$ cat src/rtl/i2s_async_src_buf_pkg.sv
// Shared encodings and helpers for the I2S async source buffer.
// State values are fixed so debug/trace tooling can decode them directly.
package i2s_async_pkg;

  typedef enum logic [1:0] {
    ST_IDLE = 2'b00,
    ST_REQ  = 2'b01,
    ST_REL  = 2'b10
  } state_t;

  // Two-phase mode has only one waiting state; it shares the REQ encoding.
  localparam state_t ST_WAIT = ST_REQ;

  function automatic int unsigned ptr_w(input int unsigned depth);
    return $clog2(depth) + 1;
  endfunction

endpackage

$ cat src/rtl/i2s_async_src_buf_if.sv
// Bus bundle for i2s_async_src_buf: local-domain push side plus async launch side.
interface i2s_async_src_buf_if
  import i2s_async_pkg::*;
#(
  parameter int WIDTH = 32,
  parameter int DEPTH = 4
);
  localparam int LW = ptr_w(DEPTH);

  // Push side: a word transfers on a clk edge where data_in_valid && data_in_ready;
  // data_in must be stable while valid is high. Launch side is a req/ack pair that
  // crosses clock domains, with data_out held constant for the whole transfer.
  logic [WIDTH-1:0] data_in;
  logic             data_in_valid;
  logic             data_in_ready;
  logic [WIDTH-1:0] data_out;
  logic             data_out_valid;
  logic             data_out_ack;
  logic [LW-1:0]    fifo_level;

  modport slave (
    input  data_in, data_in_valid, data_out_ack,
    output data_in_ready, data_out, data_out_valid, fifo_level
  );

  modport master (
    output data_in, data_in_valid, data_out_ack,
    input  data_in_ready, data_out, data_out_valid, fifo_level
  );

endinterface

$ cat src/rtl/i2s_async_src_buf_sync_chain.sv
// Multi-flop synchroniser for the asynchronous acknowledge; clears to 0 on reset.
module i2s_sync_chain #(
  parameter int STAGES = 2
) (
  input  logic clk,
  input  logic rst,
  input  logic din,
  output logic dout
);

  logic [STAGES-1:0] r_sync;

  always_ff @(posedge clk or posedge rst) begin
    if (rst) r_sync <= '0;
    else     r_sync <= {r_sync[STAGES-2:0], din};
  end

  assign dout = r_sync[STAGES-1];

endmodule

$ cat src/rtl/i2s_async_src_buf.sv
// Buffered CDC source: FIFO of DEPTH words launched one at a time over req/ack.
// Define I2S_ASYNC_SRC_TOGGLE_EN for the two-phase (toggle) handshake.
module i2s_async_src_buf
  import i2s_async_pkg::*;
#(
  parameter int WIDTH       = 32,
  parameter int DEPTH       = 4,
  parameter int SYNC_STAGES = 2
) (
  input  logic                 clk,
  input  logic                 rst,
  i2s_async_src_buf_if.slave   bus,
  output state_t               o_dbg_state
);

  localparam int PW = ptr_w(DEPTH);
  localparam int AW = PW - 1;

  logic [WIDTH-1:0] r_mem [DEPTH];
  logic [PW-1:0]    r_wptr;
  logic [PW-1:0]    r_rptr;
  logic [WIDTH-1:0] r_data_out;
  state_t           r_state;
  state_t           w_state_nxt;
  logic             w_full;
  logic             w_empty;
  logic             w_push;
  logic             w_launch;
  logic             w_ack_sync;

  i2s_sync_chain #(.STAGES(SYNC_STAGES)) u_ack_sync (
    .clk  (clk),
    .rst  (rst),
    .din  (bus.data_out_ack),
    .dout (w_ack_sync)
  );

  assign w_empty = (r_wptr == r_rptr);
  assign w_full  = (r_wptr[AW-1:0] == r_rptr[AW-1:0]) && (r_wptr[AW] != r_rptr[AW]);
  // Ready comes only from registered pointers, so a same-cycle pop cannot admit a push.
  assign w_push  = bus.data_in_valid && !w_full;

  always_ff @(posedge clk) begin
    if (w_push) r_mem[r_wptr[AW-1:0]] <= bus.data_in;
  end

`ifdef I2S_ASYNC_SRC_TOGGLE_EN
  logic r_tog;

  always_ff @(posedge clk or posedge rst) begin
    if (rst)           r_tog <= 1'b0;
    else if (w_launch) r_tog <= ~r_tog;
  end

  always_comb begin
    w_state_nxt = r_state;
    w_launch    = 1'b0;
    case (r_state)
      ST_IDLE: if (!w_empty) begin
        w_launch    = 1'b1;
        w_state_nxt = ST_WAIT;
      end
      ST_WAIT: if (w_ack_sync == r_tog) w_state_nxt = ST_IDLE;
      default: w_state_nxt = ST_IDLE;
    endcase
  end

  assign bus.data_out_valid = r_tog;
`else
  always_comb begin
    w_state_nxt = r_state;
    w_launch    = 1'b0;
    case (r_state)
      ST_IDLE: if (!w_empty) begin
        w_launch    = 1'b1;
        w_state_nxt = ST_REQ;
      end
      ST_REQ:  if (w_ack_sync)  w_state_nxt = ST_REL;
      ST_REL:  if (!w_ack_sync) w_state_nxt = ST_IDLE;
      default: w_state_nxt = ST_IDLE;
    endcase
  end

  assign bus.data_out_valid = (r_state == ST_REQ);
`endif

  always_ff @(posedge clk or posedge rst) begin
    if (rst) begin
      r_state    <= ST_IDLE;
      r_wptr     <= '0;
      r_rptr     <= '0;
      r_data_out <= '0;
    end else begin
      r_state <= w_state_nxt;
      if (w_push) r_wptr <= r_wptr + 1'b1;
      if (w_launch) begin
        r_rptr     <= r_rptr + 1'b1;
        r_data_out <= r_mem[r_rptr[AW-1:0]];
      end
    end
  end

  assign bus.data_in_ready = !w_full;
  assign bus.data_out      = r_data_out;
  assign bus.fifo_level    = r_wptr - r_rptr;
  assign o_dbg_state       = r_state;

endmodule

$ cat src/flat_wrapper.sv
// flat-port wrapper written by rule: the top's interface ports become plain ports
module i2s_async_src_buf_flat import i2s_async_pkg::*;
#(
  parameter int WIDTH       = 32,
  parameter int DEPTH       = 4,
  parameter int SYNC_STAGES = 2
)
  (clk, rst, o_dbg_state, bus_data_in, bus_data_in_valid, bus_data_out_ack, bus_data_in_ready, bus_data_out, bus_data_out_valid, bus_fifo_level);
  i2s_async_src_buf_if #(.WIDTH(WIDTH), .DEPTH(DEPTH)) bus_i ();
  input  logic clk;
  input  logic rst;
  output state_t o_dbg_state;
  input wire logic [$bits(bus_i.data_in)-1:0] bus_data_in;
  input wire logic [$bits(bus_i.data_in_valid)-1:0] bus_data_in_valid;
  input wire logic [$bits(bus_i.data_out_ack)-1:0] bus_data_out_ack;
  output wire logic [$bits(bus_i.data_in_ready)-1:0] bus_data_in_ready;
  output wire logic [$bits(bus_i.data_out)-1:0] bus_data_out;
  output wire logic [$bits(bus_i.data_out_valid)-1:0] bus_data_out_valid;
  output wire logic [$bits(bus_i.fifo_level)-1:0] bus_fifo_level;
  assign bus_i.data_in = bus_data_in;
  assign bus_i.data_in_valid = bus_data_in_valid;
  assign bus_i.data_out_ack = bus_data_out_ack;
  assign bus_data_in_ready = bus_i.data_in_ready;
  assign bus_data_out = bus_i.data_out;
  assign bus_data_out_valid = bus_i.data_out_valid;
  assign bus_fifo_level = bus_i.fifo_level;
  i2s_async_src_buf #(.WIDTH(WIDTH), .DEPTH(DEPTH), .SYNC_STAGES(SYNC_STAGES)) u_core (.clk(clk), .rst(rst), .bus(bus_i), .o_dbg_state(o_dbg_state));
endmodule
$ cat config.mk
export PLATFORM = sky130hd
export DESIGN_NAME = i2s_async_src_buf_flat
export DESIGN_NICKNAME = d
export VERILOG_FILES = /design/src/rtl/i2s_async_src_buf_pkg.sv /design/src/rtl/i2s_async_src_buf_if.sv /design/src/rtl/i2s_async_src_buf_sync_chain.sv /design/src/rtl/i2s_async_src_buf.sv /design/src/flat_wrapper.sv
export SDC_FILE = /design/constraint.sdc
export NUM_CORES = 1
export LEC_CHECK = 0
export BUFFER_PORTS_ARGS = -buffer_cell sky130_fd_sc_hd__buf_2
export CAP_MARGIN = 15
export CORE_MARGIN = 8
export CORE_UTILIZATION = 45
export DETAILED_ROUTE_END_ITERATION = 7
export GPL_TIMING_DRIVEN = 0
export PLACE_DENSITY = 0.61
export SYNTH_ARGS = -nofsm -noshare
export SYNTH_HDL_FRONTEND = slang
export SYNTH_HIERARCHICAL = 1
export SYNTH_SLANG_ARGS = --single-unit
export TNS_END_PERCENT = 30
$ cat constraint.sdc
create_clock -name clk -period 7.1 [get_ports clk]
set_clock_uncertainty 0.2 [all_clocks]
set_input_delay 1.42 -clock clk [delete_from_list [all_inputs] [get_ports clk]]
set_output_delay 1.42 -clock clk [all_outputs]
set_load 0.01 [all_outputs]
=== Word level (Yosys, flattened, before mapping) ===
Memory sizes are Yosys's and may differ from the RTL's. A register that Yosys moved wholly into a read port is not among the register bits.
Cells that the tools add are included.

* Logic and storage cells: 29
* Memories: 1
* Bits in registers: 10
* Input bits: 36
* Memory bits (writable): 128
* Output and inout bits: 39

* Equal/unequal tests: 8
* Mux-type cells: 8
* Reduce and logical (&&, ||, !) cells: 5
* Add/sub/neg operators: 3

{| class="wikitable"
|+ Memory list
! memory !! words !! width !! rd ports !! clocked after memory_dff !! wr ports !! line !! RTL
|-
| u_core.r_mem || 4 || 32 || 1 || 1 || 1 || i2s_async_src_buf.sv:19 || <nowiki>logic [WIDTH-1:0] r_mem [DEPTH];</nowiki>
|}

{| class="wikitable"
|+ Operators by type and width
! cell !! count
|-
| adder 3 x 1 -> 3 bit, second input constant || 2
|-
| two-way mux 2 bit || 3
|-
| one-hot mux 2 bit (3 select lines) || 1
|-
| two-way mux 1 bit || 4
|-
| != test 2 bit, second input constant || 2
|-
| equality test 3 bit || 1
|-
| AND reduction 3 bit || 1
|-
| subtractor 3 bit || 1
|-
| equality test 2 x 1 -> 1 bit, second input constant || 1
|-
| equality test 2 bit || 1
|-
| equality test 2 bit, second input constant || 1
|-
| logical AND 1 bit || 2
|-
| logical NOT 2 bit || 1
|-
| != test 2 x 1 -> 1 bit, second input constant || 1
|-
| logical NOT 1 bit || 1
|-
| != test 1 bit || 1
|}

=== Depth between registers and ports, before layout ===
Gate-level depths: netlist (run 1).

* Depth after elaboration: 6
* Depth in mapped cells: 8

=== Hierarchy ===
The synthesis (run 1) kept the hierarchy.

{| class="wikitable"
|+ By module, submodules not included
! module !! cells an instance !! area each (um^2) !! seq. area each (um^2) !! times used
|-
| i2s_async_src_buf || 282 || 6434.9 || 4844.6 || 1
|-
| i2s_sync_chain || 3 || 53.8 || 50.0 || 1
|}

=== Least setup slack after synthesis (run 1) ===
No wires, ideal clock.

* Kind: input port to flip-flop
* Start: in bus_data_in_valid
* End: mem u_core.r_mem[3][0], enable pin
* Cell stages on the path: 2
* Path slack: 3.271 ns
* Arrival: 3.185 ns
* Path buffers: 0
* Cells stage by stage: nand2_1 -> a31oi_1

* Word-level cells in the longest chain between the ends: 3

{| class="wikitable"
|+ Ends and longest elaborated chain
! element !! line !! RTL
|-
| start, declared || flat_wrapper.sv:14 || <nowiki>input wire logic [$bits(bus_i.data_in_valid)-1:0] bus_data_in_valid;</nowiki>
|-
| logical AND 1 bit || i2s_async_src_buf.sv:41 || <nowiki>assign w_push = bus.data_in_valid && !w_full;</nowiki>
|-
| two-way mux 1 bit || i2s_async_src_buf.sv:44 || <nowiki>if (w_push) r_mem[r_wptr[AW-1:0]] <= bus.data_in;</nowiki>
|-
| two-way mux 1 bit (not written as such) || i2s_async_src_buf.sv:44 ||
|-
| end, declared || i2s_async_src_buf.sv:19 ||
|}

No other way between the ends.

=== Worst setup path in the final report (run 1) ===
* Start: reg u_core.r_rptr[1]
* End: out bus_data_in_ready

* Word-level cells in the longest chain between the ends: 3

{| class="wikitable"
|+ Ends and longest elaborated chain
! element !! line !! RTL
|-
| start, declared || i2s_async_src_buf.sv:21 || <nowiki>logic [PW-1:0] r_rptr;</nowiki>
|-
| start signal, assigned || i2s_async_src_buf.sv:97 || <nowiki>r_rptr <= r_rptr + 1'b1;</nowiki>
|-
| equality test 2 bit || i2s_async_src_buf.sv:39 || <nowiki>assign w_full = (r_wptr[AW-1:0] == r_rptr[AW-1:0]) && (r_wptr[AW] != r_rptr[AW]);</nowiki>
|-
| logical AND 1 bit || i2s_async_src_buf.sv:39 ||
|-
| logical NOT 1 bit || i2s_async_src_buf.sv:103 || <nowiki>assign bus.data_in_ready = !w_full;</nowiki>
|-
| end, declared || flat_wrapper.sv:16 || <nowiki>output wire logic [$bits(bus_i.data_in_ready)-1:0] bus_data_in_ready;</nowiki>
|}

No other way between the ends.

==> flow_summary.ini, run 1 <==
[routing]
firstDrtPassIters = 4
drtIter0Drc = 190
wl_per_cell_um = 20.9
vias = 2960
antenna_left = 0
wirelength_mm = 12.1
via_per_inst = 5.09
drc = 0

[place]
place_ws_ps = 3550
place.gp.congestion = 0.653
hpwl_mm = 7.71
io_buffers = 74

[critical_path]
max_stage_delay_ps = 540
arrival_ps = 2340
path_cells = buf_2, buf_1, inv_1, ha_1, nand3_1, buf_2
critPathKind = reg -> out
cp_common_cell = buf_2
endpoint_kind = output port
path_max_fanout = 10
worstSetupStartpointType = flip-flop
crit_required_ps = 5480
crit_slowest_cell = buf_1

[synth]
avgSynthCellArea_um2 = 22.8
synth_top_area_share = 0.592
synth_top_cell_by_area = edfxtp_1
yosysWarnings = 6
synth.net_count = 329
syn_area_um2 = 6490
syn_inst = 285
ys_ff_latch = 170
ys_seq_area_frac = 0.754
synth.area.top_cells = edfxtp_1 59%, dfrtp_1 16%, mux4_2 11%
ys_types = 26

[sta]
fmax_mhz = 252
slew_violations = 0
finalSetupTns_ps = 0
hold_viol = 0
slew_headroom = 0.370
rsz0062_at_grt = no
period_share = 0.558
worst_slack_ps = 3140
fin_crit_ps = 3960
worstMarginPinSlew_ps = 945
setup_viol = 0

[floorplan]
core_um2 = 14300
floorplan.initialDensity = 0.453
dieWidth_um = 136
die_y_um = 136
row_count = 44
fp.dieArea_um2 = 18500
io_pins = 75

[clock_network]
cts_resized = 0
clock_sinks = 170
cts.path.max_buffers = 2
htreeDepth = 4
clock_latency_ps = 420
holdBufCountCts = 0
cts_tree = built
numCtsBuffers = 17
cts_root_buffer = clkbuf_16
cts_setup_buffers = 0
clkTransAtPathRegs_ps = 60

[power]
p_leak_nw = 3.00
vdd_drop_max_uv = 241
total_power_mw = 3.85
power_density_nw_per_um2 = 489

[layout]
layout-drive-gt1-share = 0.485
fillers = 1094
layout_commonest_cell = edfxtp_1
mostFrequentLayoutCells = 128 x edfxtp_1, 75 x buf_2, 42 x dfrtp_1, 32 x mux4_2, 28 x mux2_4
area_growth_pct = 21.4
multi_input_area_um2 = 1490
nets = 427
seq_area_um2 = 4890

[global_route]
gr-total-overflow = 0
grt_antenna_before_repair = 3
grt_pass1_wl_mm = 19.0
grt_start_max_net_pins = 24
grt_pass1_vias = 3339
grtUsageTotal = 0.143

[min_path]
worstHoldPathType = reg -> reg

[outcome]
status = finished clean

[job]
maxCapViolations = 0
[metal layers]
metal / vias up / share of wire / GRT usage
met4: 6 / 0.013 / 0.0622
met5: - / 0.0030 / 0
met3: 17 / 0.052 / 0.0462
li1: 1328 / - / -
met2: 64 / 0.48 / 0.221
met1: 1545 / 0.45 / 0.183
[worst paths after layout]
check	start	to	slack, ps	cells after the start
max in group asynchronous	rst	u_core/bus.data_out[14]	5350	3
hold / removal	u_core/u_ack_sync/r_sync[0]	u_core/u_ack_sync/r_sync[1]	160	0
setup / recovery	u_core/r_rptr[1]	bus_data_in_ready	3140	6
min in group asynchronous	rst	u_core/u_ack_sync/r_sync[1]	660	2
setup reg to reg	u_core/r_rptr[1]	u_core/r_mem[2][6]	3750	7
hold reg to reg	u_core/u_ack_sync/r_sync[0]	u_core/u_ack_sync/r_sync[1]	160	0
[final cells by class]
class / count / area share
repair buffers: 79 / 0.0635
clock buffers: 17 / 0.0540
diodes: 1 / 0.000318
flip-flops and latches: 170 / 0.621
well taps: 184 / 0.0292
inverters: 9 / 0.00429
clock inverters: 15 / 0.0267
multi-input cells: 95 / 0.189
plain buffers: 11 / 0.0111
[report_power, final]
| part | total, mW | internal [mW] | leakage, nW | switching [mW] |
|---|---|---|---|---|
| Clock | 0.986 | 0.595 | 0.299 | 0.391 |
| Sequential | 1.50 | 1.39 | 1.67 | 0.113 |
| Combinational | 1.37 | 0.723 | 1.03 | 0.647 |
| Total | 3.85 | 2.70 | 3.00 | 1.15 |
[sequential cells by signal (all words and copies together) (netlist names)]
name / count
u_core/o_dbg_state: 2
u_core/r_rptr: 3
u_core/bus.data_out: 32
u_core/r_mem: 128
u_core/r_wptr: 3
u_core/u_ack_sync/r_sync: 2
[synthesized netlist by cell type]
cell type,instances
edfxtp_1,128
dfrtp_1,42
mux4_2,32
mux2_4,28
inv_1,9
ha_1,7
mux2_2,6
buf_6,5
and2_1,3
xnor2_1,3
a31oi_1,2
buf_4,2
clkbuf_1,2
nand2_1,2
nand2b_1,2
xor2_1,2
a21boi_0,1
buf_1,1
buf_2,1
fa_1,1
nand3_1,1
nor2_1,1
o211ai_1,1
o21ai_0,1
o21ai_4,1
xor2_2,1
[worst max-delay path, delay by kind of cell, from the launching register on]
family        cells  cell delay, ps
fa+ha+maj         1             400
buf+inv           4            1030
flops             1             400
simple gates      1              80
[cell families after synthesis]
group                      count (synthesis)  share of synthesized area
DFF                                      170                      0.754
muxes                                     66                      0.186
buffers and inverters                     20                     0.0187
and+or+nand+nor                            9                    0.00733
adders and majority gates                  8                     0.0166
AOI/OAI and AO/OA                          6                    0.00752
xor gates and xnor gates                   6                    0.00926
[through the flow]
stage | cells | hold slack [ps] | cell area, um^2 | utilization
after detailed placement | 548 | 152 | 7240 | 0.506
after CTS | 580 | 174 | 7870 | 0.550
after floorplan | 285 | 131 | 6490 | -
after global placement | 543 | 143 | 7090 | 0.495
after global routing | 580 | 186 | 7870 | 0.550
final | 581 | 165 | 7880 | 0.550
Note: power is estimated with default switching activity, not from simulation.
==> run 2: changes to the inputs <==
--- a/config.mk
+++ b/config.mk
@@ -5,13 +5,14 @@
 export SDC_FILE = /design/constraint.sdc
 export NUM_CORES = 1
 export LEC_CHECK = 0
+export ABC_AREA = 1
 export BUFFER_PORTS_ARGS = -buffer_cell sky130_fd_sc_hd__buf_2
 export CAP_MARGIN = 15
 export CORE_MARGIN = 8
 export CORE_UTILIZATION = 45
 export DETAILED_ROUTE_END_ITERATION = 7
 export GPL_TIMING_DRIVEN = 0
-export PLACE_DENSITY = 0.61
+export PLACE_DENSITY = 0.63
 export SYNTH_ARGS = -nofsm -noshare
 export SYNTH_HDL_FRONTEND = slang
 export SYNTH_HIERARCHICAL = 1
==> constraint.sdc (replaced) <==
create_clock -name clk -period 3.41 [get_ports clk]
set_clock_uncertainty 0.2 [all_clocks]
set_input_delay 0.682 -clock clk [delete_from_list [all_inputs] [get_ports clk]]
set_output_delay 0.682 -clock clk [all_outputs]
set_load 0.01 [all_outputs]
==> flow_summary.ini, run 2 <==
[sta]
period_share = 0.934
slew_violations = 0
worstMarginPinSlew_ps = 551
fmax_mhz = 314
hold_viol = 0
slew_headroom = 0.633
finalSetupTns_ps = 0
fin_crit_ps = 3180
setup_viol = 0
rsz0062_at_grt = no

[clock_network]
cts_root_buffer = clkbuf_16
clkTransAtPathRegs_ps = 60
clock_latency_ps = 420
clock_sinks = 170
cts_tree = built
numCtsBuffers = 17
cts.path.max_buffers = 2
htreeDepth = 4

[critical_path]
cp_common_cell = buf_2
critPathKind = reg -> out
crit_required_ps = 2530
worst-path-stages = 8
path_cells = buf_2, inv_1, buf_2, ha_1, nand2_1, inv_1, nand2_1, buf_2
path_max_fanout = 10
max_stage_delay_ps = 430
worstSetupStartpointType = flip-flop
endpoint_kind = output port
crit_slowest_cell = dfrtp_1
crit_family = buffers and inverters
arrival_ps = 2300
rrSetupSlack_ps = 360
r2r_end = u_core/r_mem[3][14]
reg2reg_depth = 10
crit_buf_inv = 5
r2r-start = u_core/r_rptr[1]

[synth]
synth.area.top_cells = edfxtp_1 54%, nand2_1 18%, dfrtp_1 15%
synthFlopType = edfxtp_1
synth_top_cell_by_area = edfxtp_1
ys_types = 20
yosysWarnings = 6
syn_area_um2 = 7070
ys_async_sr_fraction = 0.247
synth_xor_area_frac = 0.00372
synth_common_cells = 340 x nand2_1, 128 x edfxtp_1, 78 x inv_1
synthSimpleGateAreaFrac = 0.217
syn_inst = 680
synth_compound_area_frac = 0.00407
synth_mux_area_frac = 0
ys_ff_latch = 170
synth_edf_count = 128
synth_adder_area_share = 0.0152
synth.net_count = 724
synth_most_common_cell = nand2_1
ys_seq_area_frac = 0.693
avgSynthCellArea_um2 = 10.4
synth_top_area_share = 0.544
synth_top_family_by_area = simple AND/OR/NAND/NOR gates

[layout]
fillers = 1350
design_area_um2 = 8540
n_antenna_cell = 0
layout-drive-gt1-share = 0.185
mostFrequentLayoutCells = 339 x nand2_1, 128 x edfxtp_1, 90 x buf_2, 77 x inv_1, 42 x dfrtp_1
nets = 827
area_growth_pct = 20.8
layout_commonest_cell = nand2_1
largest_register_ffs = 128

[power]
p_clk_frac = 0.241
seq_power_share = 0.372
p_leak_nw = 4.06
internal_power_mw = 5.18
netSwitchingFraction = 0.369
vdd_drop_max_uv = 522
power_density_nw_per_um2 = 961
p_sw_mw = 3.03
p_comb_frac = 0.387

[min_path]
hp-start = u_core/u_ack_sync/r_sync[0]
min_path_cells = 0
worstHoldPathType = reg -> reg
hold-path-endpoint = u_core/u_ack_sync/r_sync[1]

[global_route]
grt_pass1_vias = 4831
gr-total-overflow = 0
grt_pass1_wl_mm = 25.3
grtUsageTotal = 0.168
grt_antenna_before_repair = 2
grt_start_max_net_pins = 25

[routing]
firstDrtPassIters = 5
wl_met1_mm = 6.91
met2_length_mm = 7.76
drc = 0
wirelength_mm = 15.9
wl_met3_um = 870
via_per_inst = 4.76
antenna_left = 0
vias = 4821
drtIter0Drc = 335
routed.top_layer = met5
wl_per_cell_um = 15.7

[outcome]
status = finished clean

[floorplan]
fp.dieArea_um2 = 20000
row_count = 46
core_um2 = 15600
die_y_um = 141
floorplan.initialDensity = 0.453
io_pins = 75
dieWidth_um = 141

[place]
io_buffers = 74
place.gp.congestion = 0.733
hpwl_mm = 10.6
placed_area_um2 = 7860

[job]
maxCapViolations = 0
## run 2: changes by cell type after synthesis, sizes merged, moves of 3 or more
cell / change
nand2: +342
inv: +72
nand3: +37
mux2: -34
mux4: -32
buf: +14
nor2: +5
and2: -3
xnor2: -3
## run 2: timing repair
item / in CTS / in global routing
hold buffers: 1 / 0
buffers inserted: 1 / 3
pin swaps: 1 / 1
resized for setup: 1 / 0
hold endpoints to repair: 2 / 0
setup endpoints to repair: 33 / 16
## run 2: worst max-delay path by stage
stage	from	to	slack [ps]
2_1_floorplan	u_core/r_rptr[1]	u_core/r_mem[0][0]	-180
5_1_grt	u_core/r_rptr[1]	bus_data_in_ready	50
3_5_place_dp	u_core/r_rptr[1]	u_core/r_mem[0][11]	-40
3_3_place_gp	u_core/r_rptr[1]	u_core/r_mem[0][13]	-1720
6_report	u_core/r_rptr[1]	bus_data_in_ready	230
4_1_cts	u_core/r_rptr[1]	u_core/r_mem[1][14]	110
## run 2: cell type report
| type | instances | area [um^2] | area share |
|---|---|---|---|
| inverter | 81 | 304 | 0.0356 |
| clock buffer | 21 | 460 | 0.0539 |
| clock inverter | 11 | 150 | 0.0176 |
| buffer | 27 | 170 | 0.0199 |
| tap | 216 | 270 | 0.0316 |
| sequential | 170 | 4890 | 0.573 |
| timing repair buffer | 84 | 558 | 0.0653 |
| multi-input combinational | 402 | 1730 | 0.203 |
## run 2: cell families after synthesis
kind of cell / after synthesis
xor+xnor: 3
flops: 170
buf+inv: 108
fa+ha+maj: 8
simple gates: 388
compound gates: 3
## run 2: per-layer routing
| layer | GRT usage | up-vias |
|---|---|---|
| li1 | - | 2343 |
| met1 | 0.202 | 2320 |
| met2 | 0.280 | 127 |
| met3 | 0.0481 | 27 |
| met4 | 0.0650 | 4 |
| met5 | 0 | - |
## run 2: power by group through the flow
stage          Combinational [mW]  Sequential (mW)  Clock (mW)
2_1_floorplan                1.92             3.17           0
3_3_place_gp                 2.95             3.10           0
6_report                     3.17             3.06        1.98
5_1_grt                      3.57             3.10        2.11
3_5_place_dp                 3.15             3.10           0
4_1_cts                      3.19             3.06        2.03
## run 2: metrics by stage
step	power, mW	setup WS (ps)	util	hold slack [ps]	std cells
after floorplan	5.09	-177	-	131	680
after CTS	8.28	107	0.545	152	1009
after detailed placement	6.25	-44.7	0.504	154	975
after global placement	6.05	-1720	0.494	145	970
final	8.21	226	0.547	177	1012
after global routing	8.78	50.7	0.547	161	1012
## run 2: worst register-to-register path: cells and delay by family (launching register included)
family	cells	cell delay (ps)
buffers and inverters	5	1020
DFF	1	430
adders and majority gates	1	270
and+or+nand+nor	4	830
